===== src/rtl/apb_master_bridge.sv =====
// APB requester for the 8-bit peripheral bus: turns valid/ready commands into
// SETUP/ACCESS transfers on two slaves and returns a one-cycle response.
module apb_master_bridge #(
  parameter int ADDR_W  = 8,
  parameter int DATA_W  = 8,
  parameter int TIMEOUT = 16
) (
  input  logic              PCLK,
  input  logic              PRESETn,
  input  logic              cmd_valid,
  output logic              cmd_ready,
  input  logic              cmd_write,
  input  logic [1:0]        cmd_sel,
  input  logic [ADDR_W-1:0] cmd_addr,
  input  logic [DATA_W-1:0] cmd_wdata,
  output logic              rsp_valid,
  output logic [DATA_W-1:0] rsp_rdata,
  output logic              rsp_err,
  output logic              PSEL1,
  output logic              PSEL2,
  output logic              PENABLE,
  output logic              PWRITE,
  output logic [ADDR_W-1:0] PADDR,
  output logic [DATA_W-1:0] PWDATA,
  input  logic              PREADY1,
  input  logic [DATA_W-1:0] PRDATA1,
  input  logic              PREADY2,
  input  logic [DATA_W-1:0] PRDATA2
);

  localparam int CNT_W = $clog2(TIMEOUT);
  localparam logic [CNT_W-1:0] CNT_LAST = CNT_W'(TIMEOUT - 1);

  typedef enum logic [1:0] {
    ST_IDLE   = 2'd0,
    ST_SETUP  = 2'd1,
    ST_ACCESS = 2'd2,
    ST_ERR    = 2'd3
  } state_t;

  state_t             state_r, state_s;
  logic               sel_r, sel_s;
  logic [CNT_W-1:0]   cnt_r, cnt_s;
  logic               psel1_r, psel1_s;
  logic               psel2_r, psel2_s;
  logic               penable_r, penable_s;
  logic               pwrite_r, pwrite_s;
  logic [ADDR_W-1:0]  paddr_r, paddr_s;
  logic [DATA_W-1:0]  pwdata_r, pwdata_s;
  logic               rsp_valid_r, rsp_valid_s;
  logic [DATA_W-1:0]  rsp_rdata_r, rsp_rdata_s;
  logic               rsp_err_r, rsp_err_s;
  logic               pready_s;
  logic [DATA_W-1:0]  prdata_s;

  // Route ready/data back from whichever slave the current transfer targets.
  always_comb begin
    if (sel_r) begin
      pready_s = PREADY2;
      prdata_s = PRDATA2;
    end else begin
      pready_s = PREADY1;
      prdata_s = PRDATA1;
    end
  end

  // Next-state and next-output logic for the transfer sequencer.
  always_comb begin
    state_s     = state_r;
    sel_s       = sel_r;
    cnt_s       = cnt_r;
    psel1_s     = psel1_r;
    psel2_s     = psel2_r;
    penable_s   = penable_r;
    pwrite_s    = pwrite_r;
    paddr_s     = paddr_r;
    pwdata_s    = pwdata_r;
    rsp_valid_s = 1'b0;
    rsp_rdata_s = rsp_rdata_r;
    rsp_err_s   = rsp_err_r;
    case (state_r)
      ST_IDLE: begin
        if (cmd_valid) begin
          pwrite_s = cmd_write;
          paddr_s  = cmd_addr;
          pwdata_s = cmd_wdata;
          sel_s    = cmd_sel[0];
          // Selects 2 and 3 have no slave behind them: fail without bus activity.
          if (cmd_sel[1] == 1'b0) begin
            state_s = ST_SETUP;
            psel1_s = ~cmd_sel[0];
            psel2_s = cmd_sel[0];
          end else begin
            state_s = ST_ERR;
          end
        end else begin
          state_s = ST_IDLE;
        end
      end
      ST_SETUP: begin
        state_s   = ST_ACCESS;
        penable_s = 1'b1;
        cnt_s     = {CNT_W{1'b0}};
      end
      ST_ACCESS: begin
        if (pready_s) begin
          state_s     = ST_IDLE;
          psel1_s     = 1'b0;
          psel2_s     = 1'b0;
          penable_s   = 1'b0;
          rsp_valid_s = 1'b1;
          rsp_err_s   = 1'b0;
          rsp_rdata_s = pwrite_r ? {DATA_W{1'b0}} : prdata_s;
        end else if (cnt_r == CNT_LAST) begin
          // TIMEOUT ACCESS cycles without PREADY: abandon the transfer.
          state_s     = ST_IDLE;
          psel1_s     = 1'b0;
          psel2_s     = 1'b0;
          penable_s   = 1'b0;
          rsp_valid_s = 1'b1;
          rsp_err_s   = 1'b1;
          rsp_rdata_s = {DATA_W{1'b0}};
        end else begin
          cnt_s = cnt_r + CNT_W'(1'b1);
        end
      end
      ST_ERR: begin
        state_s     = ST_IDLE;
        rsp_valid_s = 1'b1;
        rsp_err_s   = 1'b1;
        rsp_rdata_s = {DATA_W{1'b0}};
      end
      default: begin
        state_s   = ST_IDLE;
        psel1_s   = 1'b0;
        psel2_s   = 1'b0;
        penable_s = 1'b0;
      end
    endcase
  end

  // State and registered-output update.
  always_ff @(posedge PCLK or negedge PRESETn) begin
    if (!PRESETn) begin
      state_r     <= ST_IDLE;
      sel_r       <= 1'b0;
      cnt_r       <= {CNT_W{1'b0}};
      psel1_r     <= 1'b0;
      psel2_r     <= 1'b0;
      penable_r   <= 1'b0;
      pwrite_r    <= 1'b0;
      paddr_r     <= {ADDR_W{1'b0}};
      pwdata_r    <= {DATA_W{1'b0}};
      rsp_valid_r <= 1'b0;
      rsp_rdata_r <= {DATA_W{1'b0}};
      rsp_err_r   <= 1'b0;
    end else begin
      state_r     <= state_s;
      sel_r       <= sel_s;
      cnt_r       <= cnt_s;
      psel1_r     <= psel1_s;
      psel2_r     <= psel2_s;
      penable_r   <= penable_s;
      pwrite_r    <= pwrite_s;
      paddr_r     <= paddr_s;
      pwdata_r    <= pwdata_s;
      rsp_valid_r <= rsp_valid_s;
      rsp_rdata_r <= rsp_rdata_s;
      rsp_err_r   <= rsp_err_s;
    end
  end

  assign cmd_ready = (state_r == ST_IDLE);
  assign PSEL1     = psel1_r;
  assign PSEL2     = psel2_r;
  assign PENABLE   = penable_r;
  assign PWRITE    = pwrite_r;
  assign PADDR     = paddr_r;
  assign PWDATA    = pwdata_r;
  assign rsp_valid = rsp_valid_r;
  assign rsp_rdata = rsp_rdata_r;
  assign rsp_err   = rsp_err_r;

endmodule


===== config.mk =====
export PLATFORM = sky130hd
export DESIGN_NAME = apb_master_bridge
export DESIGN_NICKNAME = d
export VERILOG_FILES = /design/src/rtl/apb_master_bridge.sv
export SDC_FILE = /design/constraint.sdc
export NUM_CORES = 1
export LEC_CHECK = 0
export ABC_AREA = 1
export CAP_MARGIN = 10
export CORE_AREA = 2 2 77 57
export DETAILED_ROUTE_END_ITERATION = 8
export DIE_AREA = 0 0 79 59
export PLACE_DENSITY = 0.81
export SYNTH_ARGS = -nofsm -noshare
export SYNTH_HDL_FRONTEND = slang
export SYNTH_SLANG_ARGS = --single-unit

===== constraint.sdc =====
create_clock -name PCLK -period 3.2 [get_ports PCLK]
set_clock_uncertainty 0.05 [all_clocks]
set_input_delay 0.32 -clock PCLK [delete_from_list [all_inputs] [get_ports PCLK]]
set_output_delay 0.32 -clock PCLK [all_outputs]
set_load 0.1 [all_outputs]

==> results.py, run 1 <==
metrics = {
    "outcome": {
        "status": "finished, final reports clean",
    },
    "floorplan": {
        "design.portCount": 71,
        "die_w_microns": 79,
        "initial_core_util": 0.436,
        "dieArea_sq_um": 4660,
        "core.rowCount": 19,
        "dieHeight_microns": 59,
        "core_sq_um": 3850,
    },
    "synth": {
        "ys_ff_latch": 37,
        "syn-instance-count": 203,
        "synth_edf_count": 0,
        "yosys_warnings": 0,
        "synth_area_sq_um": 1680,
        "synth_area_leader_cell": "dfrtp_1",
        "synth_area_per_cell_sq_um": 8.28,
        "synthFlopType": "dfrtp_1",
        "synth.most_common_cell": "nand2_1",
        "async_reset_ff_frac": 1.00,
        "synthTopCellsByArea": "dfrtp_1 (55%), nand2_1 (21%), nand3_1 (5.4%), o21ai_0 (3.0%), or2_1 (2.6%)",
        "synth_cell_types": 21,
        "synth_top_area_share": 0.551,
        "yosysSeqAreaShare": 0.551,
        "synth_nets": 244,
        "synth_common_cells": "nand2_1 (93), dfrtp_1 (37), nand3_1 (18), o21ai_0 (10), nor2_1 (8)",
    },
    "global_routing": {
        "grt_usage": 0.193,
        "use_met1": 0.253,
        "grt_pass1_wl_microns": 6920,
        "use_met2": 0.301,
        "gr-total-overflow": 0,
        "grt_max_degree": 38,
        "top_usage_layer": "met2",
        "grt_pass1_vias": 1545,
        "antenna_found_initial": 0,
        "met3_usage": 0.0671,
    },
    "setup_path": {
        "crit_required_ns": 2.83,
        "path_buf_inv": 1,
        "reg2reg_from": "state_r[0]",
        "path_delay_family": "buffers and inverters",
        "timing.rr.end": "PSEL1",
        "cp_slowest_cell": "clkdlybuf4s50_1",
        "end_kind": "output port",
        "slowest_delay_ns": 1.15,
        "cp_max_fo": 3,
        "worstPathArrival_ns": 1.81,
        "cp_cell_sequence": "clkdlybuf4s50_1",
        "rrSetupSlack_ns": 1.30,
        "rr_worst_depth": 6,
        "setup.worst_path.class": "register to output port",
        "cp-start-kind": "register",
    },
    "flow_run": {
        "max_cap_violations": 0,
    },
    "sta": {
        "relSlewSlack": 0.334,
        "clock.fmax_ghz": 0.458,
        "rsz0062_at_grt": "no",
        "final_hold_viol_count": 0,
        "final.setup.tns_ns": 0,
        "report.final.slew_viol_count": 0,
        "post-route-min-period_ns": 2.18,
        "worst_slew_pin_slew_ns": 0.996,
        "post-route-period-util": 0.683,
        "setup_violations": 0,
    },
    "clock_network": {
        "clk_pin_slew_worst_paths_ns": 0.08,
        "cts_buffers": 5,
        "clock-sinks": 37,
        "ctsResizeCount": 0,
        "cts_tree": "done",
        "insertion_delay_ns": 0.29,
        "cts-root-buf": "clkbuf_8",
        "hold_buffers": 0,
        "clockBufferDepth": 2,
        "cts_setup_buffers": 0,
        "h-tree-depth": 2,
    },
    "placed_design": {
        "dp_hpwl_microns": 2830,
        "globalplace.congestion": 0.739,
        "numPortBuffers": 70,
        "place_inst": 318,
    },
    "finish": {
        "synthToLayoutAreaGrowth_pct": 47.4,
        "n_antenna_cell": 0,
        "final_util": 0.643,
        "nets": 314,
        "stdcell_count": 326,
        "drive_above_1_share": 0.0730,
    },
    "route": {
        "ant_nets": 0,
        "wire_per_inst_microns": 12.3,
        "via_count": 1508,
        "viasPerCell": 4.63,
        "drc": 0,
        "drt-total-wl_microns": 4020,
        "firstDrtPassIters": 4,
        "initialDrtViolationCount": 98,
    },
    "min_path": {
        "min_path_type": "input pin to asynchronous set/reset pin",
    },
}
per-stage QoR:
| step | setup WS, ns | hold slack, ns | instance area, sq um |
|---|---|---|---|
| 2_1_floorplan | 1.23 | -0.0256 | 1680 |
| 3_3_place_gp | 1.16 | 0.403 | 2390 |
| 3_5_place_dp | 1.10 | 0.407 | 2390 |
| 4_1_cts | 0.995 | 0.0953 | 2480 |
| 5_1_grt | 0.945 | 0.119 | 2480 |
| 6_report | 1.02 | 0.0652 | 2480 |
layout by cell type, fill, tap and decap left out, drive strengths merged:
master	Yosys	final
ha	1	1
clkbuf	0	6
o21ai	14	14
or2	8	8
nand2	97	97
nand3b	1	1
a21oi	1	1
clkinvlp	0	2
buf	7	2
inv	7	7
nand3	18	18
clkdlybuf4s50	0	68
dfrtp	37	37
xor2	2	2
nor2	10	10
layout make-up:
class                   count  area (sq um)
clock buffers               6          72.6
clock inverters             2          15.0
fillers                   364          1380
inverters                   7          26.3
multi-input cells         152           678
flip-flops and latches     37           926
well taps                  52          65.1
repair buffers             70           693
flip-flops by register name, indices dropped and copies added, names as in the netlist:
register,flops
PSEL1,1
PSEL2,1
sel_r,1
PWRITE,1
state_r,2
rsp_valid,1
rsp_rdata,8
PENABLE,1
cnt_r,4
rsp_err,1
PADDR,8
PWDATA,8
cells by family after synthesis:
family | share of synthesized area
adder cells (fa/ha/maj) | 0.00744
buffers and inverters | 0.0454
AND/OR/NAND/NOR | 0.339
XOR/XNOR | 0.0104
flip-flops | 0.551
AO/OA/AOI/OAI | 0.0469
routing by layer:
metal | up-vias | share of wire
met5 | - | 0
met4 | 0 | 0.013
met3 | 4 | 0.083
met2 | 54 | 0.43
met1 | 676 | 0.48
li1 | 774 | -
worst max path at each step:
| stage | cells past startpoint | start | slack (ns) | endpoint |
|---|---|---|---|---|
| floorplan | 5 | state_r[0] | 1.23 | PWRITE |
| global placement | 6 | cmd_valid | 1.16 | PSEL2 |
| detailed placement | 6 | cmd_valid | 1.10 | PSEL1 |
| CTS | 1 | PWRITE | 0.99 | PWRITE |
| global route | 1 | PWRITE | 0.95 | PWRITE |
| finish | 1 | PWRITE | 1.02 | PWRITE |
Power of run 1 is left out: the tool's default activity adds up to more than one toggle a clock period on the data nets, which glitch-free logic cannot reach.
==> run 2: changes to the inputs <==
--- a/config.mk
+++ b/config.mk
@@ -7,10 +7,10 @@
 export LEC_CHECK = 0
 export ABC_AREA = 1
 export CAP_MARGIN = 10
-export CORE_AREA = 2 2 77 57
+export CORE_AREA = 2 2 83 61
 export DETAILED_ROUTE_END_ITERATION = 8
-export DIE_AREA = 0 0 79 59
-export PLACE_DENSITY = 0.81
+export DIE_AREA = 0 0 85 63
+export PLACE_DENSITY = 0.74
 export SYNTH_ARGS = -nofsm -noshare
 export SYNTH_HDL_FRONTEND = slang
 export SYNTH_SLANG_ARGS = --single-unit
==> constraint.sdc (replaced) <==
create_clock -name PCLK -period 1.8 [get_ports PCLK]
set_clock_uncertainty 0.05 [all_clocks]
set_input_delay 0.18 -clock PCLK [delete_from_list [all_inputs] [get_ports PCLK]]
set_output_delay 0.18 -clock PCLK [all_outputs]
set_load 0.1 [all_outputs]
==> results.py, run 2 (synthesis results as in run 1) <==
metrics = {
    "outcome": {
        "status": "finished, final reports clean",
    },
    "route": {
        "wire_per_inst_microns": 11.4,
        "drt-total-wl_microns": 3840,
        "via_count": 1510,
        "initialDrtViolationCount": 42,
        "drc": 0,
        "ant_nets": 0,
        "viasPerCell": 4.49,
        "firstDrtPassIters": 4,
    },
    "clock_network": {
        "h-tree-depth": 2,
        "cts-root-buf": "clkbuf_8",
        "cts_buffers": 5,
        "clk_pin_slew_worst_paths_ns": 0.07,
        "hold_buffers": 1,
        "clock-sinks": 37,
        "cts_tree": "done",
        "clockBufferDepth": 2,
        "cts_setup_buffers": 0,
        "insertion_delay_ns": 0.29,
        "ctsResizeCount": 0,
    },
    "finish": {
        "stdcell_count": 336,
        "final_common_cell": "nand2_1",
        "synthToLayoutAreaGrowth_pct": 48.6,
        "n_antenna_cell": 0,
        "drive_above_1_share": 0.197,
        "design_area_sq_um": 2500,
        "final_cell_mix": "nand2_1 (93), clkdlybuf4s50_1 (38), dfrtp_1 (37), buf_4 (34), nand3_1 (18)",
        "nets": 319,
    },
    "sta": {
        "final_hold_viol_count": 0,
        "worst_slew_pin_slew_ns": 0.807,
        "post-route-period-util": 0.835,
        "setup_violations": 0,
        "final.setup.tns_ns": 0,
        "hold_ws_ns": 0.370,
        "rsz0062_at_grt": "no",
        "post-route-min-period_ns": 1.50,
        "relSlewSlack": 0.462,
        "clock.fmax_ghz": 0.665,
        "report.final.slew_viol_count": 0,
    },
    "placed_design": {
        "dp_hpwl_microns": 2770,
        "place_inst": 327,
        "numPortBuffers": 70,
        "globalplace.congestion": 0.837,
        "dpl_cell_area_sq_um": 2370,
    },
    "setup_path": {
        "worstPathArrival_ns": 1.68,
        "rr_worst_depth": 7,
        "setup.worst_path.class": "register to register",
        "cp_max_fo": 7,
        "end_kind": "register",
        "cp-start-kind": "register",
        "crit_required_ns": 1.97,
    },
    "global_routing": {
        "grt_usage": 0.153,
        "grt_pass1_vias": 1424,
        "grt_pass1_wl_microns": 6420,
        "gr-total-overflow": 0,
        "antenna_found_initial": 0,
        "grt_max_degree": 38,
    },
    "flow_run": {
        "max_cap_violations": 0,
    },
    "floorplan": {
        "core_sq_um": 4600,
        "core.rowCount": 21,
        "dieArea_sq_um": 5360,
        "die_w_microns": 85,
        "initial_core_util": 0.365,
        "design.portCount": 71,
        "dieHeight_microns": 63,
    },
    "min_path": {
        "whs_path_depth": 3,
        "min_path_type": "input pin to register",
    },
}
run 2: critical path, cell delays in order (launching register included):
cell and delay [ns]:
dfrtp_1 0.41, ha_1 0.23, nand3_1 0.15, nand3_1 0.10, nand2_2 0.14, buf_4 0.18, nand3_1 0.08, nand2_1 0.09
run 2: path summary, 6_finish.rpt:
| check | start | endpoint | slack [ns] |
|---|---|---|---|
| min in group asynchronous | PRESETn | cnt_r[2] | 0.46 |
| max | cnt_r[0] | rsp_err | 0.30 |
| max reg2reg | cnt_r[0] | rsp_err | 0.30 |
| min reg2reg | PENABLE | PENABLE | 0.43 |
| max in group asynchronous | PRESETn | PADDR[4] | 0.72 |
| min | cmd_wdata[2] | PWDATA[2] | 0.37 |
run 2: per-layer routing:
metal,vias up,GRT usage,part of all wire
met2,46,0.223,0.45
met4,0,0.0655,0.016
met5,-,0,0
met3,7,0.0528,0.076
li1,786,-,-
met1,671,0.205,0.46
run 2: per-stage QoR:
stage,setup WS [ns],utilization
floorplan,0.179,-
global placement,0.324,0.515
detailed placement,0.302,0.515
CTS,0.291,0.543
global route,0.189,0.543
finish,0.297,0.543
run 2: final cells by class:
class                           count  area [sq um]
Sequential cell                    37           926
Inverter                            7          26.3
Multi-Input combinational cell    152           683
Timing Repair Buffer               75           671
Clock buffer                        6          82.6
Fill cell                         439          2100
Clock inverter                      2          37.5
Tap cell                           57          71.3
Power of run 2 is left out for the same reason.
